<file path="src/rtl/lib_voq_pkg.sv">
// Shared helpers for the VOQ requester and its allocator partner.
// Latency: none (types, constants and pure functions only).
// Backpressure: not applicable.
package lib_voq_pkg;

  // Classification of a grant column as seen by one requester.
  localparam logic [1:0] ERR_NONE      = 2'd0;
  localparam logic [1:0] ERR_MULTIHOT  = 2'd1;
  localparam logic [1:0] ERR_EMPTY_VOQ = 2'd2;

  // Grant vectors are checked through a fixed 32-bit view, so M may not exceed this.
  localparam int ONEHOT_MAX_W = 32;

  // Read/write pointer width for a queue of the given depth.
  function automatic int ptr_width(input int depth);
    return (depth > 1) ? $clog2(depth) : 1;
  endfunction

  // Occupancy counter width: must represent 0..depth inclusive.
  function automatic int cnt_width(input int depth);
    return $clog2(depth) + 1;
  endfunction

  // Index width for selecting one of n queues/outputs.
  function automatic int idx_width(input int n);
    return (n > 1) ? $clog2(n) : 1;
  endfunction

  // True when exactly one bit is set.
  function automatic logic is_onehot(input logic [ONEHOT_MAX_W-1:0] v);
    return (v != '0) && ((v & (v - 32'd1)) == '0);
  endfunction

  // True when more than one bit is set.
  function automatic logic is_multihot(input logic [ONEHOT_MAX_W-1:0] v);
    return (v & (v - 32'd1)) != '0;
  endfunction

endpackage

</file>
<file path="src/rtl/lib_voq_fifo.sv">
// Single virtual output queue: circular buffer with occupancy counter.
// Latency: head_data is the current head combinationally; push visible next cycle.
// Backpressure: none internally; caller must not push when full unless popping the same cycle.
module lib_voq_fifo
  import lib_voq_pkg::*;
#(
  parameter int D = 8,
  parameter int W = 32,
  localparam int PW = ptr_width(D),
  localparam int CW = cnt_width(D)
) (
  input  logic          clk,
  input  logic          reset,
  input  logic          push,
  input  logic [W-1:0]  push_data,
  input  logic          pop,
  output logic [W-1:0]  head_data,
  output logic [CW-1:0] count,
  output logic          full,
  output logic          empty
);

  logic [W-1:0]  mem [D];
  logic [PW-1:0] wr_ptr;
  logic [PW-1:0] rd_ptr;

  // Flit storage; contents need no reset since occupancy gates every read.
  always_ff @(posedge clk) begin
    if (push) begin
      mem[wr_ptr] <= push_data;
    end
  end

  // Pointer and occupancy bookkeeping; pointers wrap D-1 -> 0.
  always_ff @(posedge clk or posedge reset) begin
    if (reset) begin
      wr_ptr <= '0;
      rd_ptr <= '0;
      count  <= '0;
    end else begin
      if (push) begin
        wr_ptr <= (wr_ptr == PW'(D - 1)) ? '0 : wr_ptr + PW'(1);
      end
      if (pop) begin
        rd_ptr <= (rd_ptr == PW'(D - 1)) ? '0 : rd_ptr + PW'(1);
      end
      count <= count + CW'(push) - CW'(pop);
    end
  end

  // When full with push and pop together, wr_ptr == rd_ptr: the head read here
  // still sees the old flit because the write lands at the clock edge.
  assign head_data = mem[rd_ptr];
  assign full      = (count == CW'(D));
  assign empty     = (count == '0);

endmodule

</file>
<file path="src/rtl/lib_voq_requester.sv">
// Allocator requester: M VOQs, request vector out, grant column in, granted head flit out.
// Latency: legal grant -> o_data/o_dest/o_valid one cycle later; illegal grant -> o_error next cycle.
// Backpressure: o_ready per destination VOQ; no downstream stall. Option macro LIB_VOQ_REQUESTER_REG_REQ_EN registers o_request.
module lib_voq_requester
  import lib_voq_pkg::*;
#(
  parameter int M = 4,
  parameter int D = 8,
  parameter int W = 32,
  localparam int DW = idx_width(M),
  localparam int CW = cnt_width(D)
) (
  input  logic          clk,
  input  logic          reset,
  input  logic [W-1:0]  i_data,
  input  logic [DW-1:0] i_dest,
  input  logic          i_valid,
  output logic          o_ready,
  output logic [M-1:0]  o_request,
  input  logic [M-1:0]  i_grant,
  output logic [W-1:0]  o_data,
  output logic [DW-1:0] o_dest,
  output logic          o_valid,
  output logic          o_error
);

  logic [M-1:0]         push_vec;
  logic [M-1:0]         pop_vec;
  logic [M-1:0]         full_vec;
  logic [M-1:0]         empty_vec;
  logic [M-1:0][CW-1:0] cnt;
  logic [M-1:0][W-1:0]  head;

  logic                 grant_legal;
  logic [1:0]           err_code;
  logic [W-1:0]         sel_data;
  logic [DW-1:0]        sel_idx;

  for (genvar j = 0; j < M; j++) begin : g_voq
    lib_voq_fifo #(
      .D(D),
      .W(W)
    ) u_fifo (
      .clk       (clk),
      .reset     (reset),
      .push      (push_vec[j]),
      .push_data (i_data),
      .pop       (pop_vec[j]),
      .head_data (head[j]),
      .count     (cnt[j]),
      .full      (full_vec[j]),
      .empty     (empty_vec[j])
    );
  end

  // Grant validation: one-hot to a non-empty VOQ pops it, anything else nonzero is an error.
  always_comb begin
    grant_legal = 1'b0;
    err_code    = ERR_NONE;
    if (is_multihot(ONEHOT_MAX_W'(i_grant))) begin
      err_code = ERR_MULTIHOT;
    end else if (is_onehot(ONEHOT_MAX_W'(i_grant))) begin
      if ((i_grant & ~empty_vec) != '0) begin
        grant_legal = 1'b1;
      end else begin
        err_code = ERR_EMPTY_VOQ;
      end
    end
    pop_vec = grant_legal ? i_grant : '0;
  end

  // Head flit and index of the granted VOQ; only consumed when the grant is legal.
  always_comb begin
    sel_data = '0;
    sel_idx  = '0;
    for (int j = 0; j < M; j++) begin
      if (i_grant[j]) begin
        sel_data = head[j];
        sel_idx  = DW'(j);
      end
    end
  end

  // A full VOQ still accepts when it is being drained in the same cycle.
  assign o_ready = ~full_vec[i_dest] | pop_vec[i_dest];

  // Destination decode: write strobe for the addressed VOQ only when accepted.
  always_comb begin
    push_vec = '0;
    for (int j = 0; j < M; j++) begin
      push_vec[j] = i_valid & o_ready & (i_dest == DW'(j));
    end
  end

  // Output register toward the crossbar; o_data/o_dest hold when nothing is granted.
  always_ff @(posedge clk or posedge reset) begin
    if (reset) begin
      o_valid <= 1'b0;
      o_data  <= '0;
      o_dest  <= '0;
      o_error <= 1'b0;
    end else begin
      o_valid <= grant_legal;
      o_error <= (err_code != ERR_NONE);
      if (grant_legal) begin
        o_data <= sel_data;
        o_dest <= sel_idx;
      end
    end
  end

`ifdef LIB_VOQ_REQUESTER_REG_REQ_EN
  logic [M-1:0][CW-1:0] next_cnt;

  // Occupancy after this cycle's push/pop, so the registered request tracks count exactly.
  always_comb begin
    next_cnt = '0;
    for (int j = 0; j < M; j++) begin
      next_cnt[j] = cnt[j] + CW'(push_vec[j]) - CW'(pop_vec[j]);
    end
  end

  // Registered request vector, cutting the combinational path into the allocator.
  always_ff @(posedge clk or posedge reset) begin
    if (reset) begin
      o_request <= '0;
    end else begin
      for (int j = 0; j < M; j++) begin
        o_request[j] <= (next_cnt[j] != '0);
      end
    end
  end
`else
  // Combinational request: one bit per non-empty VOQ.
  always_comb begin
    o_request = '0;
    for (int j = 0; j < M; j++) begin
      o_request[j] = (cnt[j] != '0);
    end
  end
`endif

endmodule

</file>
<file path="config.mk">
export PLATFORM = sky130hd
export DESIGN_NAME = lib_voq_requester
export DESIGN_NICKNAME = d
export VERILOG_FILES = /design/src/rtl/lib_voq_pkg.sv /design/src/rtl/lib_voq_fifo.sv /design/src/rtl/lib_voq_requester.sv
export SDC_FILE = /design/constraint.sdc
export NUM_CORES = 1
export LEC_CHECK = 0
export ABC_AREA = 1
export BUFFER_PORTS_ARGS = -buffer_cell sky130_fd_sc_hd__buf_4
export CELL_PAD_IN_SITES_DETAIL_PLACEMENT = 0
export CELL_PAD_IN_SITES_GLOBAL_PLACEMENT = 1
export CORE_UTILIZATION = 52
export DETAILED_ROUTE_END_ITERATION = 7
export HOLD_SLACK_MARGIN = 0.08
export PLACE_DENSITY_LB_ADDON = 0.1
export SYNTH_ARGS = -nofsm -noshare
export SYNTH_HDL_FRONTEND = slang
export SYNTH_SLANG_ARGS = --single-unit
</file>
<file path="constraint.sdc">
create_clock -name clk -period 4.1 [get_ports clk]
set_clock_uncertainty 0.05 [all_clocks]
set_input_delay 0.615 -clock clk [delete_from_list [all_inputs] [get_ports clk]]
set_output_delay 0.615 -clock clk [all_outputs]
set_load 0.01 [all_outputs]
</file>
=== Word-level counts from Yosys, hierarchy flattened ===
Memory sizes are Yosys's and may differ from the RTL's.
Cells that the tools add are included.

* Add/sub/neg operators: 17
* Muxes and demuxes: 34
* Reduce and logical (&&, ||, !) cells: 15
* Bitwise logic cells: 10
* $lt $le $gt $ge: 1
* Equality and inequality tests: 15

{| class="wikitable"
|+ Operators with widths
! operator !! number
|-
| $mux W32 || 4
|-
| $and A4 B32 Y32 || 1
|-
| $logic_not A32 Y1 || 1
|-
| $reduce_bool A32 Y1 || 1
|-
| $add A3 B1 Y3 const B || 8
|-
| $eq A3 B3 Y1 const B || 8
|-
| $mux W3 || 8
|-
| $reduce_bool A4 Y1 || 6
|-
| $add A4 B1 Y4 || 4
|-
| $eq A4 B4 Y1 const B || 4
|-
| $logic_not A4 Y1 || 4
|-
| $sub A4 B1 Y4 || 4
|-
| $mux W1 || 14
|-
| $mux W2 || 5
|-
| $and A1 B1 Y1 || 5
|-
| $sub A4 B1 Y5 const B || 1
|-
| $and A4 B4 Y4 || 1
|-
| $bmux W1 S2 || 2
|-
| $eq A2 B2 Y1 const B || 2
|-
| $mux W4 || 1
|-
| $not A4 Y4 || 1
|-
| $lt A2 B3 Y1 const B || 1
|-
| $eq A2 B1 Y1 const B || 1
|-
| $logic_not A2 Y1 || 1
|-
| 4 further kinds || 4
|}

* Bits in registers: 76
* Memories: 4
* RAM bits: 1,024
* Bits of input ports: 41

{| class="wikitable"
|+ Memory list
! name !! words !! bits a word !! read ports !! clocked after memory_dff !! wr ports !! RTL line !! text
|-
| g_voq[0].u_fifo.mem || 8 || 32 || 1 || 0 || 1 || lib_voq_fifo.sv:23 || <nowiki>logic [W-1:0] mem [D];</nowiki>
|-
| g_voq[1].u_fifo.mem || 8 || 32 || 1 || 0 || 1 || lib_voq_fifo.sv:23 ||
|-
| g_voq[2].u_fifo.mem || 8 || 32 || 1 || 0 || 1 || lib_voq_fifo.sv:23 ||
|-
| g_voq[3].u_fifo.mem || 8 || 32 || 1 || 0 || 1 || lib_voq_fifo.sv:23 ||
|}

=== Logic depth before layout (Yosys ltp) ===
* Depth after elaboration: 15
* Depth in mapped cells: 19

=== Cells and area by module ===
A second synthesis with hierarchy kept.

* Cell total of the unflattened synthesis: 5,066
* Area total of the unflattened synthesis: 49,233.5 µm²

{| class="wikitable"
|+ Modules (own cells, without submodules)
! module !! instances !! area an instance (µm²) !! cells each
|-
| lib_voq_fifo at g_voq[1].u_fifo ... || 3 || 11,700.0 || 1,177
|-
| lib_voq_fifo at g_voq[0].u_fifo || 1 || 11,707.5 || 1,177
|-
| lib_voq_requester || 1 || 2,426.1 || 358
|}

=== Least setup slack after synthesis ===
No wires, ideal clock.

* Path type: in2reg
* Start: input port i_grant[3]
* End: memory g_voq[0].u_fifo.mem[0][0] (enable)
* Slack: 0.590 ns
* Path buffers: 2
* Data arrival time: 3.039 ns
* Library setup time: 0.421 ns
* Stages on the path: 13
* Cells stage by stage: buf_4 -> nand2_1 -> nand2_1 -> nand2_1 -> nand2_1 -> inv_2 -> nand3_1 -> nor2_1 -> nor2_2 -> nand2_4 -> nand3_2 -> buf_6 -> nor2_1

* Cells in the longest elaborated chain, start to end: 14
* Elaborated cells between the ends (all ways): 19

{| class="wikitable"
|+ Ends and longest elaborated chain
! element !! RTL line !! text
|-
| start, declared || lib_voq_requester.sv:20 || <nowiki>input logic [M-1:0] i_grant,</nowiki>
|-
| $sub A4 B1 Y5 || lib_voq_pkg.sv:31, lib_voq_pkg.sv:36 ||
|-
| $and A4 B32 Y32 || lib_voq_pkg.sv:31, lib_voq_pkg.sv:36 ||
|-
| $logic_not A32 Y1 || lib_voq_pkg.sv:31 || <nowiki>return (v != '0) && ((v & (v - 32'd1)) == '0);</nowiki>
|-
| $logic_and A1 B1 Y1 || lib_voq_pkg.sv:31 ||
|-
| $mux W1 || lib_voq_requester.sv:62 || <nowiki>end else if (is_onehot(ONEHOT_MAX_W'(i_grant))) begin</nowiki>
|-
| $mux W1 || lib_voq_requester.sv:60 || <nowiki>if (is_multihot(ONEHOT_MAX_W'(i_grant))) begin</nowiki>
|-
| $mux W4 * || lib_voq_requester.sv:69 || <nowiki>pop_vec = grant_legal ? i_grant : '0;</nowiki>
|-
| $bmux W1 S2 * || lib_voq_requester.sv:85 || <nowiki>assign o_ready = ~full_vec[i_dest] | pop_vec[i_dest];</nowiki>
|-
| $mux W1 (not written as such) * || lib_voq_requester.sv:85 ||
|-
| $or A1 B1 Y1 * || lib_voq_requester.sv:85 ||
|-
| $and A1 B1 Y1 * (2 in a row) || lib_voq_requester.sv:91 || <nowiki>push_vec[j] = i_valid & o_ready & (i_dest == DW'(j));</nowiki>
|-
| $mux W1 * || lib_voq_fifo.sv:29 || <nowiki>if (push) begin</nowiki>
|-
| $mux W1 (not written as such) * || lib_voq_fifo.sv:30 || <nowiki>mem[wr_ptr] <= push_data;</nowiki>
|-
| end, declared || lib_voq_fifo.sv:23 ||
|}

Every way passes the cells marked *; elsewhere a longest branch is shown, timed or not. The select of a mux whose other input is x is not followed.

=== Worst setup path after layout ===
* Start: register g_voq[0].u_fifo.count[2]
* End: register g_voq[3].u_fifo.count[1]

* Cells in the longest elaborated chain, start to end: 15
* Elaborated cells between the ends (all ways): 19

{| class="wikitable"
|+ Ends and longest elaborated chain
! element !! RTL line !! text
|-
| start, declared || lib_voq_fifo.sv:18 || <nowiki>output logic [CW-1:0] count,</nowiki>
|-
| start signal, assigned || lib_voq_fifo.sv:47 || <nowiki>count <= count + CW'(push) - CW'(pop);</nowiki>
|-
| $logic_not A4 Y1 || lib_voq_fifo.sv:55 || <nowiki>assign empty = (count == '0);</nowiki>
|-
| $not A4 Y4 || lib_voq_requester.sv:63 || <nowiki>if ((i_grant & ~empty_vec) != '0) begin</nowiki>
|-
| $and A4 B4 Y4 || lib_voq_requester.sv:63 ||
|-
| $reduce_bool A4 Y1 || lib_voq_requester.sv:63 ||
|-
| $mux W1 || lib_voq_requester.sv:63 ||
|-
| $mux W1 || lib_voq_requester.sv:62 ||
|-
| $mux W1 || lib_voq_requester.sv:60 ||
|-
| $mux W4 || lib_voq_requester.sv:69 ||
|-
| $bmux W1 S2 || lib_voq_requester.sv:85 ||
|-
| $mux W1 (not written as such) || lib_voq_requester.sv:85 ||
|-
| $or A1 B1 Y1 || lib_voq_requester.sv:85 ||
|-
| $and A1 B1 Y1 (2 in a row) || lib_voq_requester.sv:91 ||
|-
| $add A4 B1 Y4 || lib_voq_fifo.sv:47 ||
|-
| $sub A4 B1 Y4 * || lib_voq_fifo.sv:47 ||
|-
| end signal, assigned || lib_voq_fifo.sv:47 ||
|-
| end, declared || lib_voq_fifo.sv:18 ||
|}

Marked as above.
A chain may end at the register's enable or synchronous reset.

==> flow_summary.ini <==
[die]
boundaryPins = 82
die_w_um = 292
core_um2 = 83400
start_util = 0.525
rows = 106
chipHeight_um = 292
dieArea_um2 = 85400

[logic_synthesis]
synth_commonest_cells = edfxtp_1, nor2_1, o21ai_0
ys_types = 27
synth_edf_count = 1024
synthArstFlopShare = 0.0691
syn_inst = 3358
syn_nets = 3443
yosys-top-cells-area = edfxtp_1, o21ai_0, nor2_1
yosysTopAreaCell = edfxtp_1
ys_seq_area_frac = 0.746
synth_top_area_share = 0.702
ys_warn_count = 0
ys.flop_type = edfxtp_1
synthesis.area_um2 = 43800
yosysMostFrequentCell = edfxtp_1
syn-mean-instance-area_um2 = 13.0
ys_ff_latch = 1100

[setup_path]
crit_family = adder cells
path_buf_inv = 6
crit_path_max_incr_delay_ps = 510
critPathCaptureType = register
startpoint_type = register
crit_arrival_ps = 3710
cpMostUsedCell = inv_1
cp.required_ps = 4590
crit_fanout = 18
slowest_stage = fa_1
cp_cell_sequence = inv_1 -> ha_1 -> nand3_1 -> nand2_1 -> nand2_1 -> inv_1 -> nand2_1 -> nand3_1 -> nor2_1 -> nor2_2 -> nand2_4 -> nand3_2 -> buf_4 -> ha_1 -> inv_1 -> ha_1 -> inv_1 -> fa_1 -> inv_1
criticalPathCategory = reg2reg

[global_route]
grt_pass1_vias = 27200
grt_pass1_wl_mm = 178
overflow = 0
grt_max_degree = 131
grt_use_total = 0.283
antenna_found_initial = 4

[timing]
fin_crit_ps = 3210
tightest_slew_ps = 1120
relSlewSlack = 0.253
finalSetupViolCount = 0
rsz0062_at_grt = false
fmax_mhz = 311
hold_violations = 0
tns_ps = 0
report.final.slew_viol_count = 0
timing.final.crit_share = 0.783

[routing]
viasPerCell = 6.08
first_pass_iters = 5
routed_wirelength_mm = 120
drc = 0
detail-route-antenna-nets = 0
drtIter0Drc = 2859
num_vias = 27900
wl_per_cell_um = 26.2

[cells_and_area]
area_delta_synth_final_pct = 12.8
final_core_util = 0.592
stdcell_count = 4588
final_nets = 3501
n_antenna_cell = 0
layout-drive-gt1-share = 0.109

[placement]
gp_congestion = 0.876
port_buffers = 81
dp.cells = 4380
hpwl_mm = 68.9

[clock_network]
postCtsSetupBuffers = 0
clk_pin_slew_ps = 60
cts_tree = done
root_buffer = clkbuf_16
insertion_delay_ps = 670
numCtsBuffers = 113
h-tree-depth = 3
cts_buffer_depth = 3
clock_sinks = 1100

[power]
p_leak_nw = 16.4
pwr_density_cell_nw_per_um2 = 667
ir_worst_vdd_mv = 0.410

[outcome]
status = completed

[min_path]
hold_class = in2reg

[flow_run]
cap_violations = 0
==> cells by family after synthesis <==
logic type / count (synthesis) / share of synthesized area
compound gates: 903 / 0.119
buf+inv: 295 / 0.0284
fa+ha+maj: 44 / 0.0133
flops: 1100 / 0.746
simple gates: 1008 / 0.0918
xor+xnor: 8 / 0.00160
==> power breakdown <==
part           switching (mW)  internal [mW]
Clock                    4.14           5.81
Sequential              0.585           13.0
Combinational            6.56           2.79
Total                    11.3           21.6
==> timing repair <==
| action | in CTS | in global routing |
|---|---|---|
| endpoints found under the hold margin | 32 | 0 |
| gates resized for setup | 0 | 0 |
| hold buffers | 1 | 0 |
==> tightest hold or removal path, delay by kind of cell <==
kind | cells | cell delay, ps
buf+inv | 1 | 190
simple gates | 2 | 160
==> flip-flops by register name, indices dropped and copies added (netlist names) <==
| register | cells |
|---|---|
| g_voq.u_fifo.mem | 1024 |
| o_data | 32 |
| g_voq.u_fifo.count | 16 |
| g_voq.u_fifo.rd_ptr | 12 |
| g_voq.u_fifo.wr_ptr | 12 |
| o_dest | 2 |
| o_error | 1 |
| o_valid | 1 |
==> cell type report <==
class                           count  area, um^2
Fill cell                        6482       34000
Sequential cell                  1100       32700
Tap cell                         1080        1350
Clock buffer                      152        3050
Clock inverter                     55         532
Timing Repair Buffer              167        1360
Multi-Input combinational cell   1963       10100
Inverter                           71         273
==> metal layers <==
layer / wire length, um / global-route usage
met2: 56900 / 0.451
met1: 50900 / 0.397
met3: 7970 / 0.0421
met4: 4480 / 0.106
met5: 0 / 0
==> cells in the final DEF (no fill, tap or decap), types with 4 or more instances in the layout <==
| cell | n |
|---|---|
| dfrtp_4 | 4 |
| nand3_2 | 4 |
| clkinv_2 | 24 |
| nand2_1 | 170 |
| a21oi_1 | 58 |
| nor2_4 | 34 |
| nor2_1 | 658 |
| clkinv_1 | 17 |
| xnor2_1 | 7 |
| o21ai_0 | 533 |
| clkbuf_1 | 34 |
| edfxtp_1 | 1024 |
| inv_1 | 63 |
| nand4_1 | 20 |
| clkbuf_16 | 115 |
| nand3_1 | 118 |
| o221ai_1 | 70 |
| ha_1 | 40 |
| buf_4 | 158 |
| buf_12 | 8 |
| o211ai_1 | 122 |
| o22ai_1 | 106 |
| dfrtp_2 | 5 |
| clkinvlp_4 | 5 |
| dfrtp_1 | 67 |
| o21ai_1 | 14 |
| bufinv_16 | 10 |
| fa_1 | 4 |
==> metrics by stage <==
| stage | hold WS, ps | power, mW | instance area (um^2) | worst slack (ps) |
|---|---|---|---|---|
| after floorplan | 428 | 19.6 | 43800 | 590 |
| after CTS | 254 | 33.1 | 49400 | 908 |
| after detailed placement | 433 | 23.2 | 45800 | 778 |
| after global placement | 429 | 23.0 | 45800 | 760 |
| final | 299 | 32.9 | 49400 | 888 |
| after global routing | 279 | 34.5 | 49400 | 678 |
==> final timing paths <==
check | from | end | slack, ps | cells past startpoint
min in group asynchronous | reset | o_error | 590 | 3
max | g_voq[0].u_fifo.count[2] | g_voq[3].u_fifo.count[1] | 890 | 19
min reg2reg | o_data[30] | o_data[30] | 450 | 2
max reg2reg | g_voq[0].u_fifo.count[2] | g_voq[3].u_fifo.count[1] | 890 | 19
min | i_valid | g_voq[0].u_fifo.wr_ptr[0] | 300 | 3
max in group asynchronous | reset | g_voq[2].u_fifo.rd_ptr[0] | 2530 | 4
(Power assumes the default switching activity.)
